[config.mk]
export PLATFORM = sky130hd
export DESIGN_NAME = contadores_param
export DESIGN_NICKNAME = d
export VERILOG_FILES = /design/src/rtl/contadores_param.sv
export SDC_FILE = /design/constraint.sdc
export NUM_CORES = 1
export LEC_CHECK = 0
export BUFFER_PORTS_ARGS = -buffer_cell sky130_fd_sc_hd__buf_2
export CAP_MARGIN = 20
export CORE_MARGIN = 4
export CORE_UTILIZATION = 50
export DETAILED_ROUTE_END_ITERATION = 8
export HOLD_SLACK_MARGIN = 0.02
export PLACE_DENSITY = 0.81
export SLEW_MARGIN = 30
export SYNTH_ARGS = -nofsm -noshare
export SYNTH_HDL_FRONTEND = slang
export SYNTH_SLANG_ARGS = --single-unit
[constraint.sdc]
create_clock -name clk -period 3.4 [get_ports clk]
set_clock_uncertainty 0.1 [all_clocks]
set_input_delay 0.51 -clock clk [delete_from_list [all_inputs] [get_ports clk]]
set_output_delay 0.51 -clock clk [all_outputs]
set_load 0.01 [all_outputs]
[src/rtl/contadores_param.sv]
// Parametrised pop-event counter bank: one counter per FIFO channel with
// wrap/saturate overflow, sticky overflow flags and a request/valid read port.
module contadores_param #(
  parameter int unsigned NUM_CH      = 5,
  parameter int unsigned CNT_W       = 5,
  parameter int unsigned IDX_W       = 3,
  parameter int unsigned SAT_MODE    = 0,
  parameter int unsigned CLR_ON_READ = 1
) (
  input  logic              clk,
  input  logic              reset_L,
  input  logic [NUM_CH-1:0] pop,
  input  logic              idle,
  input  logic              req,
  input  logic [IDX_W-1:0]  idx,
  output logic              valid,
  output logic [CNT_W-1:0]  data_out,
  output logic              ovf_out
);

  localparam logic [CNT_W-1:0] CNT_MAX = '1;

  typedef enum logic [1:0] {
    INIT   = 2'd0,
    ACTIVE = 2'd1,
    READY  = 2'd2
  } state_t;

  state_t            r_state;
  state_t            w_state_nxt;
  logic              w_rd_ok;

  logic [CNT_W-1:0]  r_cnt     [NUM_CH];
  logic [CNT_W-1:0]  w_cnt_nxt [NUM_CH];
  logic [NUM_CH-1:0] r_ovf;
  logic [NUM_CH-1:0] w_ovf_nxt;
  logic [CNT_W-1:0]  w_sel_cnt;
  logic              w_sel_ovf;

  // State register
  always_ff @(posedge clk or negedge reset_L) begin
    if (!reset_L) begin
      r_state <= INIT;
    end else begin
      r_state <= w_state_nxt;
    end
  end

  // Next state and read acceptance; READY serves a request even while leaving
  always_comb begin
    w_state_nxt = r_state;
    w_rd_ok     = 1'b0;
    case (r_state)
      INIT:    w_state_nxt = ACTIVE;
      ACTIVE:  if (idle) w_state_nxt = READY;
      READY: begin
        if (!idle) w_state_nxt = ACTIVE;
        w_rd_ok = req && ({1'b0, idx} < (IDX_W+1)'(NUM_CH));
      end
      default: w_state_nxt = INIT;
    endcase
  end

  // Counter update and read mux; a clear-on-read still counts a same-edge pop
  always_comb begin
    w_sel_cnt = '0;
    w_sel_ovf = 1'b0;
    for (int i = 0; i < NUM_CH; i++) begin
      w_cnt_nxt[i] = r_cnt[i];
      w_ovf_nxt[i] = r_ovf[i];
      if (idx == IDX_W'(i)) begin
        w_sel_cnt = r_cnt[i];
        w_sel_ovf = r_ovf[i];
      end
      if (r_state != INIT) begin
        if (w_rd_ok && (CLR_ON_READ != 0) && (idx == IDX_W'(i))) begin
          w_cnt_nxt[i] = CNT_W'(pop[i]);
          w_ovf_nxt[i] = 1'b0;
        end else if (pop[i]) begin
          if (r_cnt[i] == CNT_MAX) begin
            w_ovf_nxt[i] = 1'b1;
            w_cnt_nxt[i] = (SAT_MODE != 0) ? CNT_MAX : '0;
          end else begin
            w_cnt_nxt[i] = r_cnt[i] + CNT_W'(1);
          end
        end
      end
    end
  end

  // Counter and overflow flag registers
  always_ff @(posedge clk or negedge reset_L) begin
    if (!reset_L) begin
      for (int i = 0; i < NUM_CH; i++) begin
        r_cnt[i] <= '0;
      end
      r_ovf <= '0;
    end else begin
      for (int i = 0; i < NUM_CH; i++) begin
        r_cnt[i] <= w_cnt_nxt[i];
      end
      r_ovf <= w_ovf_nxt;
    end
  end

  // Read port registers; data holds its last result while valid is low
  always_ff @(posedge clk or negedge reset_L) begin
    if (!reset_L) begin
      valid    <= 1'b0;
      data_out <= '0;
      ovf_out  <= 1'b0;
    end else begin
      valid <= w_rd_ok;
      if (w_rd_ok) begin
        data_out <= w_sel_cnt;
        ovf_out  <= w_sel_ovf;
      end
    end
  end

endmodule
==> results of run 1 <==
-- report_power, final --
part | total [mW] | switching, mW | internal, mW
logic | 0.658 | 0.352 | 0.307
clock network | 0.302 | 0.158 | 0.144
registers | 0.903 | 0.247 | 0.656
total | 1.86 | 0.757 | 1.11
-- synthesized netlist by cell type, drive strengths merged --
cell	n	area share, %
dfrtp	39	44
o21ai	37	9.0
nor2	31	5.5
nand2	21	3.6
mux2i	18	8.2
a21oi	10	2.3
ha	10	5.7
a31oi	8	2.3
buf	7	1.9
and3	5	1.4
nand3	5	1.1
inv	4	0.68
nand4bb	4	2.1
o221ai	4	1.6
nor2b	3	0.86
o22ai	3	0.86
or2	3	0.86
or4	3	1.0
a32oi	2	0.80
clkbuf	2	0.34
nand2b	2	0.57
nand4	2	0.57
nor3	2	0.46
nor4	2	0.57
or4b	2	0.91
a21o	1	0.34
nand4b	1	0.40
nor4b	1	0.40
o21a	1	0.34
o311ai	1	0.40
or4bb	1	0.51
-- stage by stage --
step / utilization, % / setup WS [ns] / total power, mW
CTS: 58.0 / 1.45 / 1.86
global placement: 56.0 / 1.49 / 1.52
finish: 58.1 / 1.44 / 1.86
global route: 58.1 / 1.32 / 2.03
floorplan: - / 1.57 / 1.35
detailed placement: 56.0 / 1.44 / 1.55
-- layout make-up --
class	instances	area share, %
sequential	39	40.8
multi-input combinational	183	48.3
timing repair buffer	19	4.19
clock buffer	7	3.19
tap	50	2.62
clock inverter	1	0.209
inverter	4	0.628
-- cell families after synthesis --
group / Yosys count / synth area share (%)
compound gates: 67 / 17.8
fa+ha+maj: 10 / 5.70
buf+inv: 13 / 2.91
flops: 39 / 44.5
mux: 18 / 8.21
simple gates: 88 / 20.9
-- flip-flops by register name, summed over array words and instances, names as in the netlist --
name      flops
r_cnt        25
data_out      5
r_ovf         5
r_state       2
ovf_out       1
valid         1
-- per-layer routing --
metal | up-vias | share of wire, % | GRT usage, %
met1 | 848 | 48 | 25.7
met4 | 0 | 2.6 | 9.29
li1 | 901 | - | -
met5 | - | 0 | 0
met2 | 49 | 45 | 29.4
met3 | 12 | 4.9 | 5.41
-- critical path: cells and delay by family (launching register included) --
kind,cells,cell delay (ns)
and+or+nand+nor,2,0.69
adders and majority gates,2,0.49
DFF,1,0.45
AOI/OAI and AO/OA,1,0.16
-- how the worst max path moves through the flow --
stage               from         to  slack, ns  cells past startpoint
5_1_grt        r_cnt[20]  r_cnt[23]       1.32                      5
2_1_floorplan  r_cnt[20]  r_cnt[23]       1.57                      5
3_5_place_dp      idx[0]   r_cnt[0]       1.44                      5
3_3_place_gp   r_cnt[15]  r_cnt[17]       1.49                      5
6_report       r_cnt[20]  r_cnt[23]       1.44                      5
4_1_cts        r_cnt[20]  r_cnt[23]       1.45                      5
==> results.cfg, run 1 <==
[status]
run_status = complete, no violations

[floorplan]
dieArea_mm2 = 0.00551
dieWidth_um = 74.3
die_h_um = 74.3
start_util_pct = 53.3
coreArea_mm2 = 0.00412
boundaryPins = 19
rows = 23

[yosys]
syn-num-nets = 257
ys_ff_latch = 39
seq_area_frac_synth_pct = 44.5
synth.cell_area_mm2 = 0.00219
syn_inst = 235
avgSynthCellArea_um2 = 9.34
synth_cell_types = 37
yosysWarningCount = 0

[routing]
drt_iter0_drc = 148
drc = 0
wire_per_inst_um = 15.8
route.vias.total = 1810
post_drt_via_cell_ratio = 5.97
ant_nets = 0
drtPass1Iterations = 4
wl_mm = 4.79

[timing]
setup_violations = 0
whs_ns = 0.0751
max_slew_margin_pct = 67.5
worstMarginPinSlew_ns = 0.487
rsz0062_at_grt = no
drv_slew = 0
setup_tns_ns = 0
min_period_ns = 1.96
hold_viol = 0
fin_crit_sh_pct = 57.7
timing.fmax_mhz = 509

[place]
placed_cells = 295
portBuffers = 18
gp_congestion = 0.894
hpwlAfterDp_mm = 3.43
postPlaceCellArea_mm2 = 0.00231

[finish]
nNetsFinal = 274
final_cell_mix = dfrtp_1, nor2_1, o21ai_0, nand2_1, mux2i_1
layout-drive-gt1-share_pct = 12.6
seq_area_um2 = 976
num-fill-cells = 358
n_antenna_cell = 0
final_common_cell = dfrtp_1
final_cells = 303
synthToLayoutAreaGrowth_pct = 8.89
final_design_area_no_fill_mm2 = 0.00239
multi_input_area_mm2 = 0.00115

[clocking]
insertion_delay_ns = 0.29
cts_tree = built
cts_buffer_depth = 2
cts.sinks = 39
cts_made_buffers = 5
cts_setup_buffers = 0
holdBufCountCts = 0
cts_repair_resize_count = 0
root_buffer = clkbuf_8
clk_pin_slew_worst_paths_ns = 0.08
cts-htree-levels = 2

[setup_path]
r2r_start = r_cnt[20]
slowest_delay_ns = 0.51
crit_type = flip-flop to flip-flop
crit_fanout = 7
r2r_cells = 5
crit_top_cell = ha_1
cpMaxStageDelayCell = or4_1
start_kind = flip-flop
worstPathCellList = ha_1 -> and3_1 -> ha_1 -> or4_1 -> a21oi_1
r2r-end = r_cnt[23]
cp.required_ns = 3.52
cp.arrival_ns = 2.08
end_kind = flip-flop
rrSetupSlack_ns = 1.44

[power_and_ir_drop]
p_leak_nw = 1.11
peakVddDrop_mv = 0.283
p_per_area_mw_per_mm2 = 780

[grt]
antenna_found_initial = 0
grt_max_degree = 40
grt_pass1_wl_mm = 8.19
grt_usage_pct = 19.4
grt_pass1_vias = 1781
globalRouteOverflowTotal = 0

[worst_hold_path]
hold_path_class = primary input to asynchronous set/reset pin

[job]
maxCapViolCount = 0
(Power assumes the default switching activity.)
==> inputs of run 2 (changes only) <==
==> constraint.sdc (replaced) <==
create_clock -name clk -period 2 [get_ports clk]
set_clock_uncertainty 0.1 [all_clocks]
set_input_delay 0.3 -clock clk [delete_from_list [all_inputs] [get_ports clk]]
set_output_delay 0.3 -clock clk [all_outputs]
set_load 0.01 [all_outputs]
==> run 2 against run 1 <==
  * Worst setup slack worse by 1.3 ns
  * Core utilization up 1.8 points
  * Combinational power up 85%
  * Cell count up 2.6%
  * Clock power up 68%
  * Fmax up 4.6%
  * Non-clock buffer count up 8
==> results.cfg, run 2 (synthesis gave the netlist of run 1 again) <==
[timing]
worstMarginPinSlew_ns = 0.466
timing.fmax_mhz = 533
min_period_ns = 1.88
max_slew_margin_pct = 68.9
drv_slew = 0
rsz0062_at_grt = no
fin_crit_sh_pct = 93.8
setup_violations = 0
hold_viol = 0
setup_tns_ns = 0

[grt]
antenna_found_initial = 0
grt_max_degree = 40
grt_usage_pct = 19.2
grt_pass1_wl_mm = 8.20
grt_pass1_vias = 1789
globalRouteOverflowTotal = 0

[place]
postPlaceCellArea_mm2 = 0.00236
gp_congestion = 0.915
placed_cells = 301
hpwlAfterDp_mm = 3.37
portBuffers = 18

[finish]
final_cells = 311
nNetsFinal = 282
final_design_area_no_fill_mm2 = 0.00246
synthToLayoutAreaGrowth_pct = 12.3
fin_util_pct = 59.9
layout-drive-gt1-share_pct = 15.3
largest_register_ffs = 25
regMostFlops = r_cnt
reg_top3 = r_cnt (25), data_out (5), r_ovf (5)
n_antenna_cell = 0
final_cell_mix = dfrtp_1, nor2_1, o21ai_0, nand2_1
final_common_cell = dfrtp_1
num-fill-cells = 341

[worst_hold_path]
holdCritStartpoint = idle
whs_endpoint = r_state[0]
holdPathStages = 2
hold_path_class = primary input to flip-flop

[floorplan]
dieArea_mm2 = 0.00551
dieWidth_um = 74.3
rows = 23
coreArea_mm2 = 0.00412
start_util_pct = 53.3
die_h_um = 74.3
boundaryPins = 19

[clocking]
cts_tree = built
cts-htree-levels = 2
cts_made_buffers = 5
cts.sinks = 39
root_buffer = clkbuf_8
insertion_delay_ns = 0.29
clk_pin_slew_worst_paths_ns = 0.07
cts_buffer_depth = 2

[setup_path]
crit_type = flip-flop to flip-flop
r2r_start = r_cnt[15]
end_kind = flip-flop
cp.arrival_ns = 1.99
r2r_cells = 5
start_kind = flip-flop
r2r-end = r_cnt[18]
cp.required_ns = 2.11
crit_fanout = 6
rrSetupSlack_ns = 0.12

[routing]
wire_per_inst_um = 15.2
drt_iter0_drc = 251
drtPass1Iterations = 4
wl_mm = 4.72
drc = 0
post_drt_via_cell_ratio = 5.93
ant_nets = 0
route.vias.total = 1845

[job]
maxCapViolCount = 0

[status]
run_status = complete, no violations

[power_and_ir_drop]
p_per_area_mw_per_mm2 = 1310
p_leak_nw = 1.15
peakVddDrop_mv = 0.486
-- run 2: per-layer routing --
| layer | part of all wire, % | global-route usage [%] |
|---|---|---|
| met1 | 45 | 26.5 |
| met2 | 47 | 30.6 |
| met3 | 6.3 | 4.19 |
| met4 | 1.4 | 5.73 |
| met5 | 0 | 0 |
-- run 2: timing repair --
item / CTS / global route
gates resized for setup: 0 / 1
buffers inserted: 0 / 1
hold buffers: 1 / 0
setup endpoints to repair: 0 / 4
hold endpoints to repair: 39 / 0
-- run 2: where the power goes --
group,internal (mW),leakage [nW],switching (mW),total (mW)
Combinational,0.580,0.630,0.644,1.22
Clock,0.245,0.0422,0.262,0.507
Sequential,1.12,0.481,0.377,1.49
-- run 2: cell type report --
cell class | instances | area, um2 | share of cell area, %
clock buffers | 7 | 76.3 | 3.10
clock inverters | 1 | 5.00 | 0.203
inverters | 4 | 15.0 | 0.609
multi-input cells | 183 | 1160 | 47.0
flip-flops and latches | 39 | 976 | 39.6
well taps | 50 | 62.6 | 2.54
repair buffers | 27 | 173 | 7.01
-- run 2: how the worst max path moves through the flow --
stage,slack (ns),from,endpoint,cells after the start
after global routing,0.002,r_cnt[15],r_cnt[18],5
after detailed placement,0.12,r_cnt[21],r_cnt[22],5
final,0.12,r_cnt[15],r_cnt[18],5
after CTS,0.08,r_cnt[16],r_cnt[18],5
after global placement,0.17,r_cnt[16],r_cnt[18],5
after floorplan,0.17,r_cnt[20],r_cnt[23],5
-- run 2: critical path, cell delays in order, from the launching register on --
cell	delay (ns)
dfrtp_1	0.38
ha_1	0.21
and3_1	0.18
ha_1	0.24
or4_1	0.51
a21oi_1	0.17
-- run 2: through the flow --
step / power (mW) / setup WS (ns) / hold WS [ns]
after CTS: 3.22 / 0.0814 / 0.116
after global routing: 3.53 / 0.00155 / 0.113
after global placement: 2.63 / 0.170 / 0.186
final: 3.22 / 0.123 / 0.120
after detailed placement: 2.69 / 0.118 / 0.183
after floorplan: 2.29 / 0.165 / -0.0956
==> inputs of run 3 (changes only) <==
--- a/config.mk
+++ b/config.mk
@@ -8,10 +8,10 @@
 export BUFFER_PORTS_ARGS = -buffer_cell sky130_fd_sc_hd__buf_2
 export CAP_MARGIN = 20
 export CORE_MARGIN = 4
-export CORE_UTILIZATION = 50
+export CORE_UTILIZATION = 59
 export DETAILED_ROUTE_END_ITERATION = 8
 export HOLD_SLACK_MARGIN = 0.02
-export PLACE_DENSITY = 0.81
+export PLACE_DENSITY = 0.91
 export SLEW_MARGIN = 30
 export SYNTH_ARGS = -nofsm -noshare
 export SYNTH_HDL_FRONTEND = slang
==> run 3 against run 2 <==
  * Core utilization up 11 points
  * Design area decreased by 0.25%
  * Cell count decreased by 1.3%
  * Largest cell class unchanged
  * Via count rose by 5.6%
  * Total power increased by 2.9%
  * Sequential power about the same
  * Sequential cell count is the same
  * Die area down 14%
  * Critical endpoint is now r_cnt[13]
  * Sequential share of layout area increased by 0.10 points
  * Hold slack improved by 0.0059 ns
  * First-iteration DRC count fell by 12%
==> results.cfg, run 3 (synthesis gave the netlist of run 1 again) <==
[job]
maxCapViolCount = 0

[setup_path]
crit_top_cell = ha_1
crit_fanout = 6
end_kind = flip-flop
worstPathCellList = ha_1 -> and3_1 -> ha_1 -> or4_1 -> a21oi_1
slowest_delay_ns = 0.52
critPathBufInv = 0
start_kind = flip-flop
crit_type = flip-flop to flip-flop
cpMaxStageDelayCell = or4_1
cp.arrival_ns = 2.07
path_delay_family = simple AND/OR/NAND/NOR gates
cp.required_ns = 2.13

[timing]
hold_viol = 0
setup_tns_ns = 0
whs_ns = 0.126
min_period_ns = 1.94
fin_crit_sh_pct = 97.2
rsz0062_at_grt = no
drv_slew = 0
worstMarginPinSlew_ns = 0.477
setup_violations = 0
timing.fmax_mhz = 514
max_slew_margin_pct = 68.2

[finish]
seq_area_um2 = 976
final_design_area_no_fill_mm2 = 0.00246
reg_top3 = r_cnt (25), data_out (5), r_ovf (5)
final_cell_mix = dfrtp_1, nor2_1, o21ai_0, nand2_1
largest_register_ffs = 25
layout-drive-gt1-share_pct = 16.9
regMostFlops = r_cnt
synthToLayoutAreaGrowth_pct = 12.0
nNetsFinal = 282
n_antenna_cell = 0
num-fill-cells = 264
final_cells = 307
final_common_cell = dfrtp_1
multi_input_area_mm2 = 0.00117

[place]
placed_cells = 296
postPlaceCellArea_mm2 = 0.00234
portBuffers = 18
gp_congestion = 0.850
hpwlAfterDp_mm = 3.65

[clocking]
cts_made_buffers = 5
cts_buffer_depth = 2
insertion_delay_ns = 0.30
clk_pin_slew_worst_paths_ns = 0.07
cts_tree = built
cts.sinks = 39
cts-htree-levels = 2
root_buffer = clkbuf_8

[grt]
grt_max_degree = 40
grt_pass1_wl_mm = 8.91
grt_usage_pct = 25.4
met2_usage_pct = 38.8
grt_pass1_vias = 1920
globalRouteOverflowTotal = 0
grtUsageMet3_pct = 8.10
busiest_layer = met2
antenna_found_initial = 0
grt_use_met1_pct = 32.8

[routing]
wire_per_inst_um = 17.1
drt_iter0_drc = 221
post_drt_via_cell_ratio = 6.35
drtPass1Iterations = 5
wl_mm = 5.24
ant_nets = 0
route.vias.total = 1948
drc = 0

[power_and_ir_drop]
peakVddDrop_mv = 0.985
p_total_mw = 3.32
p_leak_nw = 1.15
p_per_area_mw_per_mm2 = 1350

[floorplan]
dieArea_mm2 = 0.00476
coreArea_mm2 = 0.00347
boundaryPins = 19
dieWidth_um = 69.0
start_util_pct = 63.3
rows = 21
die_h_um = 69.0

[status]
run_status = complete, no violations

[worst_hold_path]
hold_path_class = primary input to flip-flop
==> run 3: layout make-up <==
class | instances | area share, %
Clock buffer | 5 | 2.80
Multi-Input combinational cell | 183 | 47.4
Timing Repair Buffer | 27 | 6.51
Tap cell | 46 | 2.34
Sequential cell | 39 | 39.7
Clock inverter | 3 | 0.611
Inverter | 4 | 0.611
==> run 3: what timing repair did <==
item / in CTS / in global routing
buffers inserted: 0 / 2
resized for setup: 0 / 3
hold buffers: 1 / 0
endpoints found under the hold margin: 39 / 0
setup endpoints to repair: 0 / 5
==> run 3: final timing paths <==
path	slack, ns	endpoint	depth (start not counted)	startpoint
max in group asynchronous	0.98	r_cnt[0]	3	reset_L
setup / recovery	0.06	r_cnt[13]	5	r_cnt[10]
hold reg to reg	0.39	data_out[4]	2	data_out[4]
hold / removal	0.13	r_state[0]	2	idle
setup reg to reg	0.06	r_cnt[13]	5	r_cnt[10]
min in group asynchronous	0.48	valid	3	reset_L
==> run 3: through the flow <==
step           worst slack [ns]  utilization [%]
3_3_place_gp              0.171             67.4
6_report                 0.0556             70.9
4_1_cts                 0.00288             70.1
3_5_place_dp             0.0225             67.4
2_1_floorplan             0.165                -
5_1_grt                 0.00641             70.9
==> run 3: metal layers <==
metal	wire (um)	vias up
met4	162	0
met5	0	-
met2	2490	93
met1	2200	916
met3	387	25
li1	-	914
==> run 3: power by group <==
part | switching (mW) | internal (mW)
Clock | 0.277 | 0.238
Combinational | 0.705 | 0.595
Sequential | 0.386 | 1.12
